[src/rtl/trs80_cas_pkg.sv]
// Shared definitions for the TRS-80 cassette playback path: player FSM states,
// default bit-cell timing at 42 MHz and the cassette image base in the dn_* RAM map.
package trs80_cas_pkg;

    localparam int CELL_CYC_DEF  = 84000;  // 2 ms bit cell at 42 MHz (500 baud)
    localparam int PULSE_CYC_DEF = 5250;   // 125 us pulse high time

    // rd_addr is an offset; the integrator adds this base on the dn_* RAM path.
    localparam logic [16:0] CAS_DN_BASE = 17'h10000;

    typedef enum logic [1:0] {
        IDLE  = 2'd0,
        PRIME = 2'd1,
        PLAY  = 2'd2,
        DONE  = 2'd3
    } cas_state_e;

endpackage

[src/rtl/cas_cell_gen.sv]
// Bit-cell counter and pulse shaper: a clock pulse at the start of every cell and
// a second pulse at mid-cell when the data bit is 1.
module cas_cell_gen #(
    parameter int CELL_CYC  = 16,
    parameter int PULSE_CYC = 2
) (
    input  logic clk_sys,
    input  logic reset,
    input  logic run_i,
    input  logic freeze_i,
    input  logic bit_i,
    output logic cell_start_o,
    output logic cell_end_o,
    output logic pulse_o
);

    localparam int CW = (CELL_CYC > 2) ? $clog2(CELL_CYC) : 1;
    localparam logic [CW-1:0] LAST     = CW'(CELL_CYC - 1);
    localparam logic [CW-1:0] HALF     = CW'(CELL_CYC / 2);
    localparam logic [CW-1:0] PW       = CW'(PULSE_CYC);
    localparam logic [CW-1:0] HALF_END = CW'(CELL_CYC / 2 + PULSE_CYC);

    logic [CW-1:0] cnt_q, cnt_d;
    logic          step;

    assign step = run_i && !freeze_i;

    always_comb begin
        cnt_d = cnt_q;
        if (step) begin
            cnt_d = (cnt_q == LAST) ? '0 : cnt_q + 1'b1;
        end
    end

    always_ff @(posedge clk_sys) begin
        if (reset) begin
            cnt_q <= '0;
        end else begin
            cnt_q <= cnt_d;
        end
    end

    assign cell_start_o = (cnt_q == '0);
    assign cell_end_o   = step && (cnt_q == LAST);
    assign pulse_o      = (cnt_q < PW) || (bit_i && (cnt_q >= HALF) && (cnt_q < HALF_END));

endmodule

[src/rtl/cas_player.sv]
// Cassette image player: fetches bytes from the cassette RAM region and plays them
// MSB first as clock/data pulse cells on cas_bit, with one-byte prefetch.
module cas_player
    import trs80_cas_pkg::*;
#(
    parameter int CELL_CYC  = CELL_CYC_DEF,
    parameter int PULSE_CYC = PULSE_CYC_DEF
) (
    input  logic        clk_sys,
    input  logic        reset,
    input  logic        start,
    input  logic        motor,
    input  logic [15:0] length,
    output logic        rd_req,
    output logic [15:0] rd_addr,
    input  logic        rd_ack,
    input  logic [7:0]  rd_data,
    output logic        cas_bit,
    output logic        busy,
    output logic        done,
    output logic        underrun,
    output cas_state_e  dbg_state
);

    cas_state_e  state_q;
    logic [15:0] len_q;
    logic [15:0] play_idx_q;
    logic [2:0]  bit_idx_q;
    logic [7:0]  shift_q;
    logic [7:0]  hold_q;
    logic        hold_vld_q;
    logic        stall_q;
    logic        rd_req_q;
    logic [15:0] rd_addr_q;
    logic        cas_bit_q;
    logic        busy_q;
    logic        done_q;
    logic        underrun_q;

    logic        run, ack, prefetch, last_byte;
    logic        cell_start, cell_end, pulse;
    logic [16:0] next_idx;

    // Acks without an outstanding request (including after a reset) are dropped.
    assign ack       = rd_ack && rd_req_q;
    assign run       = (state_q == PLAY) && motor;
    assign next_idx  = {1'b0, play_idx_q} + 17'd1;
    assign last_byte = (next_idx == {1'b0, len_q});
    assign prefetch  = run && !stall_q && (bit_idx_q == 3'd0) && cell_start &&
                       (next_idx < {1'b0, len_q}) && !hold_vld_q && !rd_req_q;

    cas_cell_gen #(
        .CELL_CYC (CELL_CYC),
        .PULSE_CYC(PULSE_CYC)
    ) u_cell (
        .clk_sys     (clk_sys),
        .reset       (reset),
        .run_i       (run),
        .freeze_i    (stall_q),
        .bit_i       (shift_q[7]),
        .cell_start_o(cell_start),
        .cell_end_o  (cell_end),
        .pulse_o     (pulse)
    );

    always_ff @(posedge clk_sys) begin
        if (reset) begin
            state_q    <= IDLE;
            len_q      <= '0;
            play_idx_q <= '0;
            bit_idx_q  <= '0;
            shift_q    <= '0;
            hold_q     <= '0;
            hold_vld_q <= 1'b0;
            stall_q    <= 1'b0;
            rd_req_q   <= 1'b0;
            rd_addr_q  <= '0;
            cas_bit_q  <= 1'b0;
            busy_q     <= 1'b0;
            done_q     <= 1'b0;
            underrun_q <= 1'b0;
        end else begin
            done_q    <= 1'b0;
            cas_bit_q <= run && !stall_q && pulse;
            if (ack) begin
                rd_req_q <= 1'b0;
            end
            case (state_q)
                IDLE: begin
                    if (start) begin
                        len_q      <= length;
                        rd_addr_q  <= '0;
                        play_idx_q <= '0;
                        bit_idx_q  <= '0;
                        hold_vld_q <= 1'b0;
                        stall_q    <= 1'b0;
                        underrun_q <= 1'b0;
                        if (length != 16'd0) begin
                            state_q  <= PRIME;
                            busy_q   <= 1'b1;
                            rd_req_q <= 1'b1;
                        end else begin
                            state_q <= DONE;
                            done_q  <= 1'b1;
                        end
                    end
                end
                PRIME: begin
                    if (ack) begin
                        shift_q <= rd_data;
                        state_q <= PLAY;
                    end
                end
                PLAY: begin
                    if (prefetch) begin
                        rd_req_q  <= 1'b1;
                        rd_addr_q <= next_idx[15:0];
                    end
                    if (stall_q) begin
                        // Counter sits at 0 while stalled, so the late byte starts a fresh cell.
                        if (ack) begin
                            shift_q <= rd_data;
                            stall_q <= 1'b0;
                        end
                    end else begin
                        if (ack) begin
                            hold_q     <= rd_data;
                            hold_vld_q <= 1'b1;
                        end
                        if (cell_end) begin
                            if (bit_idx_q != 3'd7) begin
                                bit_idx_q <= bit_idx_q + 3'd1;
                                shift_q   <= {shift_q[6:0], 1'b0};
                            end else if (last_byte) begin
                                state_q <= DONE;
                                done_q  <= 1'b1;
                                busy_q  <= 1'b0;
                            end else begin
                                bit_idx_q  <= '0;
                                play_idx_q <= next_idx[15:0];
                                hold_vld_q <= 1'b0;
                                if (hold_vld_q) begin
                                    shift_q <= hold_q;
                                end else if (ack) begin
                                    shift_q <= rd_data;
                                end else begin
                                    stall_q    <= 1'b1;
                                    underrun_q <= 1'b1;
                                end
                            end
                        end
                    end
                end
                DONE: begin
                    state_q <= IDLE;
                end
                default: begin
                    state_q <= IDLE;
                end
            endcase
        end
    end

    assign rd_req    = rd_req_q;
    assign rd_addr   = rd_addr_q;
    assign cas_bit   = cas_bit_q;
    assign busy      = busy_q;
    assign done      = done_q;
    assign underrun  = underrun_q;
    assign dbg_state = state_q;

endmodule
[config.mk]
export PLATFORM = sky130hd
export DESIGN_NAME = cas_player
export DESIGN_NICKNAME = d
export VERILOG_FILES = /design/src/rtl/trs80_cas_pkg.sv /design/src/rtl/cas_cell_gen.sv /design/src/rtl/cas_player.sv
export SDC_FILE = /design/constraint.sdc
export NUM_CORES = 1
export LEC_CHECK = 0
export ABC_AREA = 1
export CORE_AREA = 2 2 106 108
export CTS_CLUSTER_SIZE = 8
export DETAILED_ROUTE_END_ITERATION = 7
export DIE_AREA = 0 0 108 110
export PLACE_DENSITY = 0.78
export RECOVER_POWER = 100
export SYNTH_ARGS = -nofsm -noshare
export SYNTH_HDL_FRONTEND = slang
export SYNTH_SLANG_ARGS = --single-unit
[constraint.sdc]
create_clock -name clk_sys -period 8.9 [get_ports clk_sys]
set_clock_uncertainty 0.2 [all_clocks]
set_input_delay 0.89 -clock clk_sys [delete_from_list [all_inputs] [get_ports clk_sys]]
set_output_delay 0.89 -clock clk_sys [all_outputs]
set_load 0.05 [all_outputs]
# Yosys cells after proc, flatten, opt, wreduce, memory -nomap -nowiden
# Index checks and enable logic that the tools add are counted.
# classes
addsub	3
order_cmp	4
eq_ne	20
n_mux	70
bitwise	1
n_reduce_logical	33
# op_table
cell	count
two-way mux 16 bit	6
one-hot mux 16 bit (2 select lines)	2
two-way mux 8 bit	6
two-way mux 1 bit	34
!= test 2 bit, second input constant	11
adder 16 x 1 -> 17 bit, second input constant	1
adder 17 x 1 -> 17 bit, second input constant	1
equality test 17 x 16 -> 1 bit	1
equality test 17 bit, second input constant	1
greater-or-equal comparator 17 x 16 -> 1 bit, second input constant	1
logical NOT 17 bit	1
less-than comparator 17 x 13 -> 1 bit, second input constant	1
less-than comparator 17 x 16 -> 1 bit	1
less-than comparator 17 x 16 -> 1 bit, second input constant	1
two-way mux 17 bit	1
one-hot mux 8 bit (2 select lines)	1
nonzero test 16 bit	1
two-way mux 3 bit	5
two-way mux 2 bit	7
logical AND 1 bit	12
one-hot mux 1 bit (2 select lines)	6
AND reduction 3 bit	4
AND reduction 6 bit	2
one-hot mux 2 bit (4 select lines)	1
other kinds (17)	23
# totals
reg_bits	93
input_bits	29
output_inout_bits	23
word_cells	146

# Logic depth before layout (Yosys ltp)
# logic_depth
depth_word	10
depth_mapped	23
depth_no_buf	23

# Hierarchy
# Synthesis repeated with hierarchy kept, for this count alone.
# unflattened
hier_cells	819
area_unflattened_um2	5520.3
# by_module_without_submodules
module	instances	cells_each	area_per_inst_um2	seq_area_each_um2
cas_player	1	635	4375.4	1521.5
cas_cell_gen	1	184	1144.8	340.3

# Least setup slack after synthesis
# No wires, ideal clock.
# synth_path
path_kind	flip-flop to flip-flop
startpoint	register play_idx_q[0]
endpoint	register bit_idx_q[1]
setup_ps	128
arrival_ps	2552
required_ps	8572
slack_ps	6020
path_stages_with_launch	19
path_buffers	0
synth_period_minus_slack_ps	2880
cell_sequence	dfxtp_1 > ha_1 > nand2_2 > nor2_1 > nand3_1 > xor2_1 > inv_1 > ha_1 > nand2_1 > nor2_1 > nand3_1 > nor3_1 > nand2_2 > nor2_2 > nand2_1 > nand3_1 > nand2_1 > o21ai_0 > nor2_1
# synth_via
elab_chain_len	4
# synth_lines
item	line	rtl
start, declared	cas_player.sv:27	logic [15:0] play_idx_q;
start signal, assigned	cas_player.sv:140	play_idx_q <= next_idx[15:0];
adder 16 x 1 -> 17 bit	cas_player.sv:47	assign next_idx = {1'b0, play_idx_q} + 17'd1;
equality test 17 x 16 -> 1 bit	cas_player.sv:48	assign last_byte = (next_idx == {1'b0, len_q});
!= test 3 x 2 -> 1 bit (no line)	n/a	
AND reduction 5 bit (no line)	n/a	
end signal, assigned	cas_player.sv:132	bit_idx_q <= bit_idx_q + 3'd1;
end, declared	cas_player.sv:28	logic [2:0] bit_idx_q;
# Every way passes these cells.
# A chain may end at the register's enable or synchronous reset.

# Final worst setup path
# layout_path
startpoint	register state_q[0], in the netlist dbg_state[0]
endpoint	register play_idx_q[8]
# layout_via
elab_chain_len	6
word_cells_on_any_way	13
classes_between	6 x eq/ne; 1 x mux; 6 x reduce/logical
# layout_lines
item	line	rtl
start, declared	cas_player.sv:25	cas_state_e state_q;
start signal, assigned	cas_player.sv:68	state_q <= IDLE;
start signal, assigned	cas_player.sv:99	state_q <= PRIME;
start signal, assigned	cas_player.sv:103	state_q <= DONE;
equality test 2 bit	cas_player.sv:46, cas_player.sv:88	
logical AND 1 bit	cas_player.sv:46	assign run = (state_q == PLAY) && motor;
logical AND 1 bit	cas_cell_gen.sv:26	assign step = run_i && !freeze_i;
logical AND 1 bit	cas_cell_gen.sv:44	assign cell_end_o = step && (cnt_q == LAST);
!= test 2 bit (no line)	n/a	
AND reduction 6 bit (no line)	n/a	
# Several ways; a longest one is shown, not always the timed one.

==> run_results.csv <==
group,metric,value,unit
outcome,outcome,"finished, violations left",
outcome,violations,"max-capacitance violations, max-slew violations",
yosys,synth_top_family_by_area,"simple AND/OR/NAND/NOR gates",
cts,clk_path_buf_depth,2,
place,gp_congestion,0.936,
cells_and_area,antenna_cells,0,
place,dp_worst_setup_slack,5.14,ns
global_routing,grt-ovfl-total,0,
yosys,ys_seq_area_share,34.1,%
cts,cts_tree,"done",
timing,fin_ws,3.52,ns
yosys,netlist_top_cells_area,"dfxtp_1 (34%), nand2_1 (15%), nor2_1 (9.3%)",
critical_path,endpoint_kind,"flip-flop",
route,wl_met3,691,um
yosys,synth_edf_count,0,
cts,ctsResizeCount,0,
timing,hold_viol,0,
die,start_util,51.0,%
yosys,synth_most_common_cell,"nand2_1",
cells_and_area,area_delta_synth_final,14.3,%
route,first_pass_iters,5,
cts,clk_latency,0.38,ns
yosys,muxShareOfSynthArea,0,%
yosys,syn-cell-area,0.00546,mm^2
global_routing,grt_pass1_vias,5026,
yosys,ys_top_cells_by_count,"nand2_1 (217), nor2_1 (135), inv_1 (103)",
cells_and_area,final_net_count,948,
timing,whs,0.266,ns
die,fp.dieH,110,um
critical_path,required,8.98,ns
yosys,synth_xor_area_share,2.09,%
cells_and_area,fillers,1065,
cts,cts_buffers,9,
critical_path,crit_chain,"inv_1, ha_1, nand2_1, nor2_1, inv_1, nor3_1, nand2_1, nand2_1, nand2_1, nor3_1, nand2_1, nand2_1, nor2_1",
route,drtIter0Drc,331,
cts,hold_buffers,0,
timing,fmax,0.186,GHz
yosys,netlist-cell-type-count,39,
route,vias_per_cell,5.26,
global_routing,antenna_found_initial,0,
critical_path,cp_data_arrival_time,5.45,ns
min_path,hold_class,"reg -> reg",
timing,fin_crit_sh,60.4,%
timing,tightestPinTransition,2.63,ns
pwr,ir_drop,0.000151,V
yosys,synth_top_area_share,34.1,%
cells_and_area,layout-drive-gt1-share,2.56,%
route,wl_met2,6840,um
critical_path,critPathLaunchType,"flip-flop",
yosys,synth_nets,911,
route,drt-total-wl,13800,um
timing,setup_violations,0,
yosys,yosys.area_share.simple,36.1,%
place,io_buffers,51,
cts,clkSinkCount,93,
timing,fin_crit,5.38,ns
yosys,syn_inst,856,
cells_and_area,multiInputGateArea,0.00305,mm^2
yosys,synth_seq_cells,93,
global_routing,track_usage,24.6,%
timing,fin_tns_setup,0,ns
timing,maxSlewHeadroom,-76.7,%
yosys,synth_largest_area_cell,"dfxtp_1",
yosys,synthFlopType,"dfxtp_1",
route,topRoutingLayerUsed,"met4",
die,die_area,0.0119,mm^2
cells_and_area,final_area,0.00624,mm^2
cts,htreeDepth,3,
global_routing,grt_max_degree,61,
critical_path,critPathKind,"reg -> reg",
job,max_cap_viol_count,2,
yosys,synth-compound-area-share,12.2,%
pwr,p_leak,2.83,nW
yosys,yosys_warnings,0,
cells_and_area,register_area,0.00186,mm^2
route,vias,5462,
die,io-pin-count,52,
critical_path,slowest_delay,1.97,ns
yosys,syn_area_per_cell,6.38,um^2
route,routedWlPerCell,13.3,um
cts,root_buffer,"clkbuf_8",
yosys,synthArstFlopShare,0,%
pwr,power,2.00,mW
die,rows,38,
critical_path,crit_top_cell,"nand2_1",
critical_path,crit_fanout,29,
yosys,synthAdderAreaFrac,5.96,%
critical_path,critPathSlowestCell,"nor3_1",
cts,path_clk_slew,0.10,ns
pwr,p_per_area,321,mW/mm^2
route,ant_nets,0,
route,wl_met1,5870,um
global_routing,grt_pass1_wl,23300,um
place,dpl.hpwl,10100,um
place,placed_area,0.00604,mm^2
die,core_area,0.0107,mm^2
route,drc,0,
timing,rsz0062_at_grt,"no",
timing,slew_viol_final,88,
cts,cts_setup_buffers,0,
die,die_width,108,um
==> worst max-delay path, delay by kind of cell (launching register included) <==
kind	cells	cell delay, ns
buf+inv	2	0.38
flops	1	0.35
simple gates	10	3.47
fa+ha+maj	1	0.86
==> flip-flops by register name, indices dropped and copies added, names as in the netlist, 2 cells and up <==
signal / flops
hold_q: 8
play_idx_q: 16
bit_idx_q: 3
u_cell.cnt_q: 17
len_q: 16
shift_q: 8
rd_addr: 16
dbg_state: 2
==> placed cells by master (no fill, tap or decap), types with 3 or more instances in the layout <==
cell type	instances
nand2_1	220
nor2_1	137
inv_1	104
dfxtp_1	93
a21oi_1	64
nand3_1	52
o21ai_0	41
nor3_1	27
clkdlybuf4s50_1	27
ha_1	26
dlygate4sd3_1	24
nand4_1	13
xor2_1	10
clkbuf_8	10
a211oi_1	6
o31ai_1	5
nor3b_1	4
xnor2_1	3
clkinv_1	3
==> area by class of cell <==
type                    count  share of cell area, %
clock inverters             6                   1.50
flip-flops and latches     93                   29.8
clock buffers              10                   2.21
multi-input cells         629                   48.8
inverters                 107                   6.44
repair buffers             53                   8.36
well taps                 140                   2.81
==> per-stage QoR <==
| step | std cells | util [%] |
|---|---|---|
| 2_1_floorplan | 856 | - |
| 3_3_place_gp | 1022 | 56.5 |
| 3_5_place_dp | 1022 | 56.5 |
| 4_1_cts | 1038 | 58.6 |
| 5_1_grt | 1038 | 58.3 |
| 6_report | 1038 | 58.3 |
==> kinds of logic (layout without fill, tap and decap cells) <==
kind of cell	after synthesis	in the layout
AO/OA/AOI/OAI	124	124
buffers and inverters	134	176
adder cells (fa/ha/maj)	26	26
XOR/XNOR	13	13
flip-flops	93	93
AND/OR/NAND/NOR	466	466
==> per-layer routing <==
metal	vias to the layer above	global-route usage [%]
met2	154	42.9
met4	0	9.71
met5	-	0
li1	2813	-
met3	25	4.17
met1	2470	30.3
==> worst paths after layout <==
| kind | startpoint | to | slack [ns] | depth (start not counted) |
|---|---|---|---|---|
| worst min-delay path | hold_q[2] | hold_q[2] | 0.27 | 2 |
| worst max register to register | dbg_state[0] | play_idx_q[8] | 3.52 | 13 |
| worst max-delay path | dbg_state[0] | play_idx_q[8] | 3.52 | 13 |
| worst min register to register | hold_q[2] | hold_q[2] | 0.27 | 2 |
==> where the power goes <==
| part | internal (mW) | switching, mW | total (mW) | leakage, nW |
|---|---|---|---|---|
| sequential | 0.524 | 0.0752 | 0.599 | 0.761 |
| clock | 0.168 | 0.162 | 0.330 | 0.113 |
| combinational | 0.362 | 0.712 | 1.07 | 1.96 |
(Power assumes the default switching activity.)
